`config.mk`:
```
export PLATFORM = sky130hd
export DESIGN_NAME = fp_expand_decoder
export DESIGN_NICKNAME = d
export VERILOG_FILES = /design/src/rtl/fp_expand_decoder.sv
export SDC_FILE = /design/constraint.sdc
export NUM_CORES = 1
export LEC_CHECK = 0
export CAP_MARGIN = 10
export CORE_MARGIN = 2
export CORE_UTILIZATION = 24
export DETAILED_ROUTE_END_ITERATION = 16
export SYNTH_ARGS = -nofsm -noshare
export SYNTH_HDL_FRONTEND = slang
export SYNTH_SLANG_ARGS = --single-unit
```
`constraint.sdc`:
```
create_clock -name clk -period 1.7 [get_ports clk]
set_input_delay 0.425 -clock clk [delete_from_list [all_inputs] [get_ports clk]]
set_output_delay 0.425 -clock clk [all_outputs]
set_load 0.02 [all_outputs]
```
`src/rtl/fp_expand_decoder.sv`:
```
// Iterative float-to-linear expander: S/E/F code in, OUT_W-bit two's-complement sample out.
// Optional midpoint reconstruction is enabled with `define FP_DECODE_MIDPOINT_EN.
module fp_expand_decoder #(
  parameter int unsigned EXP_W = 3,
  parameter int unsigned SIG_W = 4,
  parameter int unsigned OUT_W = 12
) (
  input  logic             clk,
  input  logic             rst_n,
  input  logic             in_valid,
  output logic             in_ready,
  input  logic             S,
  input  logic [EXP_W-1:0] E,
  input  logic [SIG_W-1:0] F,
  output logic             out_valid,
  input  logic             out_ready,
  output logic [OUT_W-1:0] D
);

  localparam int unsigned MAG_W = OUT_W - 1;

  typedef enum logic [1:0] {
    IDLE   = 2'd0,
    SHIFT  = 2'd1,
    NEGATE = 2'd2,
    DONE   = 2'd3
  } state_t;

  state_t           r_state;
  state_t           w_state_nxt;
  logic             r_sign;
  logic             w_sign_nxt;
  logic [MAG_W-1:0] r_mag;
  logic [MAG_W-1:0] w_mag_nxt;
  logic [EXP_W-1:0] r_cnt;
  logic [EXP_W-1:0] w_cnt_nxt;
  logic [OUT_W-1:0] r_d;
  logic [OUT_W-1:0] w_d_nxt;
  logic             r_out_valid;
  logic             w_out_valid_nxt;
  logic [MAG_W-1:0] w_m;

`ifdef FP_DECODE_MIDPOINT_EN
  logic [EXP_W-1:0] r_exp;
  logic [MAG_W-1:0] w_rnd;

  // Original exponent is kept because r_cnt is consumed by the shifter.
  always_ff @(posedge clk or negedge rst_n) begin
    if (!rst_n) begin
      r_exp <= '0;
    end else if (r_state == IDLE && in_valid) begin
      r_exp <= E;
    end
  end

  // A zero magnitude means F was zero, so no midpoint offset is added.
  assign w_rnd = (r_exp != '0 && r_mag != '0) ?
                 (MAG_W'(1) << (r_exp - EXP_W'(1))) : '0;
  assign w_m   = r_mag + w_rnd;
`else
  assign w_m   = r_mag;
`endif

  assign in_ready  = (r_state == IDLE);
  assign out_valid = r_out_valid;
  assign D         = r_d;

  always_ff @(posedge clk or negedge rst_n) begin
    if (!rst_n) begin
      r_state     <= IDLE;
      r_sign      <= 1'b0;
      r_mag       <= '0;
      r_cnt       <= '0;
      r_d         <= '0;
      r_out_valid <= 1'b0;
    end else begin
      r_state     <= w_state_nxt;
      r_sign      <= w_sign_nxt;
      r_mag       <= w_mag_nxt;
      r_cnt       <= w_cnt_nxt;
      r_d         <= w_d_nxt;
      r_out_valid <= w_out_valid_nxt;
    end
  end

  always_comb begin
    w_state_nxt     = r_state;
    w_sign_nxt      = r_sign;
    w_mag_nxt       = r_mag;
    w_cnt_nxt       = r_cnt;
    w_d_nxt         = r_d;
    w_out_valid_nxt = r_out_valid;

    case (r_state)
      IDLE: begin
        if (in_valid) begin
          w_sign_nxt  = S;
          w_mag_nxt   = MAG_W'(F);
          w_cnt_nxt   = E;
          w_state_nxt = SHIFT;
        end
      end
      SHIFT: begin
        if (r_cnt != '0) begin
          w_mag_nxt = r_mag << 1;
          w_cnt_nxt = r_cnt - EXP_W'(1);
        end else begin
          w_state_nxt = NEGATE;
        end
      end
      NEGATE: begin
        // Magnitude fits in MAG_W bits, so negation never overflows.
        w_d_nxt         = r_sign ? (OUT_W'(0) - {1'b0, w_m}) : {1'b0, w_m};
        w_out_valid_nxt = 1'b1;
        w_state_nxt     = DONE;
      end
      DONE: begin
        if (out_ready) begin
          w_out_valid_nxt = 1'b0;
          w_state_nxt     = IDLE;
        end
      end
      default: begin
        w_state_nxt = IDLE;
      end
    endcase
  end

endmodule

```
# --- Word level (Yosys, flattened, before mapping) ---
# Index checks and enable logic that the tools add are counted.
totals:
  reg_bits: 30
  inputBits: 12
  out_inout_bits: 14
  word_cells: 36
classes:
  add_sub_neg: 2
  eq_ne: 7
  mux: 13
  n_reduce_logical: 8
ops:
  columns: ["operator", "n"]
  rows:
  - ["$mux W11", 2]
  - ["$pmux W11 S2", 1]
  - ["$mux W12", 1]
  - ["$sub A1 B11 Y12 const A", 1]
  - ["$ne A2 B2 Y1 const B", 4]
  - ["$pmux W2 S4", 1]
  - ["$mux W2", 3]
  - ["$mux W3", 2]
  - ["$pmux W3 S2", 1]
  - ["$reduce_and A3 Y1", 2]
  - ["$eq A2 B2 Y1 const B", 2]
  - ["$reduce_and A2 Y1", 2]
  - ["$reduce_bool A2 Y1", 2]
  - ["$reduce_bool A3 Y1", 1]
  - ["$sub A3 B1 Y3 const B", 1]
  - ["$eq A2 B1 Y1 const B", 1]
  - ["$logic_not A2 Y1", 1]
  - ["$pmux W1 S2", 1]
  - ["$mux W1", 1]

# --- Longest topological paths before layout ---
depth:
  word_depth: 3
  mapped_depth: 7
  depth_no_buf: 6

# --- Worst setup path after synthesis ---
# OpenSTA, ideal clock, no wires.
synth_timing:
  path_kind: "register to register"
  start: "register r_state[0]"
  end: "register r_cnt[2]"
  setup_time_ps: 79
  t_arrival_ps: 1803
  required_ps: 1621
  slack_ps: -183
  path_stages_with_launch: 7
  n_path_buf: 1
  period_less_slack_ps: 1883
  path_cell_list: "dfrtp_1 -> inv_1 -> ha_1 -> nor2b_1 -> a211oi_2 -> buf_2 -> mux2i_1"
synth_via:
  elab_chain_cells: 3
  word_cells_on_any_way: 7
  classes_between: "3 x eq/ne; 1 x mux; 3 x reduce/logical"
synth_lines:
  columns: ["element", "line", "text"]
  rows:
  - ["from (decl)", "29", "state_t r_state;"]
  - ["from (signal assigned)", "77", "r_state <= w_state_nxt;"]
  - ["$logic_not A2 Y1 (*)", null, null]
  - ["via in_ready", "11", "output logic in_ready,"]
  - ["$ne A2 B2 Y1 (no source line) / $reduce_bool A2 Y1 (equally long branches)", null, null]
  - ["$reduce_and A3 Y1 (no source line)", null, null]
  - ["to (signal assigned)", "80", "r_cnt <= w_cnt_nxt;"]
  - ["to (decl)", "35", "logic [EXP_W-1:0] r_cnt;"]
# Mark *: on every way through the listed nets, which the timed path passes. The rest lies on a longest branch.
# A chain may end at the register's enable or synchronous reset.

# --- Worst setup path in the final report ---
layout_timing:
  start: "register r_mag[6]"
  end: "register r_d[10], in the netlist D[10]"
layout_via:
  elab_chain_cells: 2
layout_lines:
  columns: ["element", "line", "text"]
  rows:
  - ["from (decl)", "33", "logic [MAG_W-1:0] r_mag;"]
  - ["from (signal assigned)", "79", "r_mag <= w_mag_nxt;"]
  - ["$sub A1 B11 Y12", "113", "w_d_nxt = r_sign ? (OUT_W'(0) - {1'b0, w_m}) : {1'b0, w_m};"]
  - ["$mux W12", "113", null]
  - ["to (signal assigned)", "81", "r_d <= w_d_nxt;"]
  - ["to (decl)", "37", "logic [OUT_W-1:0] r_d;"]
# Every way passes these cells.

==> reports/results.tsv <==
metric	value	unit
grt_max_degree	31	
core_area	6910	µm²
synth-async-reset-ratio	100	%
cts_buffers	5	
drt_first_pass_iters	4	
grt_pass1_wl	6.69	mm
p_int	2.74	mW
pin_count	26	
cts_buffer_depth	2	
synth_area_leaders	dfrtp_1 (43%), mux2i_1 (8.7%), ha_1 (5.8%), inv_1 (4.5%), mux2_2 (4.5%)	
p_leak	1.15	nW
diodes	0	
final_core_util	35.2	%
remaining_drc_errors	0	
vdd_ir_drop_max	0.643	mV
max_slew.worst_pin.slew	475	ps
via_per_inst	4.46	
htreeDepth	2	
fmax	602	MHz
netlist.area_leader.share	43.3	%
cts_root_buffer	clkbuf_8	
period_share	97.7	%
power_frac_comb	60.6	%
drt-total-wl	3.93	mm
hold_viol_final	0	
path_max_fanout	6	
syn-mean-instance-area	9.96	µm²
cts_tree	built	
pre_cts_slack	-107	ps
die_h	89.0	µm
synth_seq_cells	30	
finalPower	4.59	mW
gp_congestion	0.763	
synthToLayoutAreaGrowth	40.3	%
ant_nets	0	
vias	1426	
rows	30	
dieArea	7920	µm²
max_slew_margin	68.0	%
final_nets	243	
grt_pass1_vias	1431	
p_switching	1.86	mW
swShare	40.4	%
period_needed	1660	ps
power.density	1890	nW/µm²
start_util	25.1	%
ys_seq_area_share	43.3	%
clk_transition_reported_paths	70	ps
clock-sinks	30	
ys.flop_type	dfrtp_1	
yosys.area.top_type	dfrtp_1	
maxCapViolCount	0	
yosys_warnings	0	
drv_slew	0	
hp-class	reg2reg	
syn_nets	194	
seq_power_share	25.9	%
drive_gt1_share	24.1	%
ys_types	40	
fill_cells	706	
wl_met2	1.86	mm
synth_area	1730	µm²
worst_hold_slack	491	ps
arrival	1890	ps
setup_violations	0	
antenna_found_initial	0	
port-buffer-count	25	
drtIter0Drc	54	
grt_setup_unrepaired	yes	
synthCells	174	
top_layer	met4	
grt_overflow	0	
required	1920	ps
track_usage	11.0	%
dpl.hpwl	2.97	mm
path_class	reg2reg	
wl_met3	132	µm
holdBufCountCts	0	
finalWorstSetupSlack	38.9	ps
worstSetupEndpointType	flip-flop	
skew	11.2	ps
wl_per_cell	12.3	µm
clock_latency	290	ps
clkPwrFrac	13.4	%
drt-met1-wl	1.90	mm
synth_edf_count	0	
status	finished, final reports clean	
worstSetupStartpointType	flip-flop	
die_x	89.0	µm
[synthesized netlist by cell type, types with 3 or more instances]
| cell | n |
|---|---|
| nand2b_1 | 3 |
| nand4_1 | 4 |
| nand2_1 | 12 |
| nor2b_1 | 8 |
| ha_1 | 8 |
| nand3b_1 | 3 |
| mux2i_1 | 15 |
| a31oi_1 | 5 |
| o21ai_0 | 3 |
| nand3_1 | 4 |
| mux2_2 | 7 |
| or3_1 | 3 |
| clkbuf_1 | 5 |
| inv_1 | 21 |
| nor2_1 | 8 |
| dfrtp_1 | 30 |
[cell type report]
| type | count | area (µm²) | share of cell area [%] |
|---|---|---|---|
| clock buffer | 6 | 82.6 | 3.40 |
| clock inverter | 2 | 12.5 | 0.515 |
| inverter | 21 | 78.8 | 3.24 |
| multi-input combinational | 114 | 906 | 37.3 |
| sequential | 30 | 751 | 30.9 |
| tap | 96 | 120 | 4.94 |
| timing repair buffer | 51 | 480 | 19.8 |
[cells in the final DEF (no fill, tap or decap), drive strengths merged, types with 5 or more instances in the layout]
master,netlist,layout
inv,21,21
mux2,7,7
nand2,12,12
dlymetal6s2s,0,9
nor2b,8,8
nor2,8,8
clkdlybuf4s50,0,14
ha,8,8
dfrtp,30,30
buf,4,26
a31oi,5,5
mux2i,15,15
clkbuf,5,6
[state kept, by name (all words and copies together), names as in the netlist]
name	count
r_cnt	3
D	12
r_state	2
r_sign	1
out_valid	1
r_mag	11
[cell families after synthesis]
group | share of synthesized area, %
buffers and inverters | 7.08
adder cells (fa/ha/maj) | 5.78
multiplexers | 13.2
AND/OR/NAND/NOR | 19.1
XOR/XNOR | 0.506
AO/OA/AOI/OAI | 11.0
flip-flops | 43.3
[per-stage QoR]
stage	std cells	cell area (µm²)	TNS [ps]
floorplan	174	1750	0
global placement	313	2290	-257
detailed placement	313	2290	-499
CTS	321	2400	0
global route	320	2430	-20.5
finish	320	2430	0
[what timing repair did]
item                                    4_1_cts  5_1_grt
resized for setup                             7       16
buffers inserted                              0        0
pin swaps                                     1        2
endpoints found under the setup margin        8       25
[path summary, 6_finish.rpt]
path	to	cells after the start	slack, ps	startpoint
worst max register to register	D[10]	3	40	r_mag[6]
min in group asynchronous	D[8]	2	500	rst_n
worst min register to register	D[11]	1	490	D[11]
worst max-delay path	D[10]	3	40	r_mag[6]
max in group asynchronous	r_cnt[0]	2	1020	rst_n
worst min-delay path	D[11]	1	490	D[11]
[routing by layer]
layer,GRT usage [%],vias up
met4,4.07,0
met3,2.86,5
li1,-,718
met2,17.9,24
met1,14.1,679
met5,0,-
[power by group through the flow]
stage	sequential, mW	clock [mW]	combinational [mW]
floorplan	1.34	0	1.57
global placement	1.20	0	2.71
detailed placement	1.20	0	2.75
CTS	1.19	0.636	2.81
global route	1.23	0.658	3.08
finish	1.19	0.616	2.78
[critical path, stage by stage, from the launching register on]
cell and delay (ps):
dfrtp_1 380, or4_4 580, or4_1 540, nand3_1 100
(Power assumes the default switching activity.)
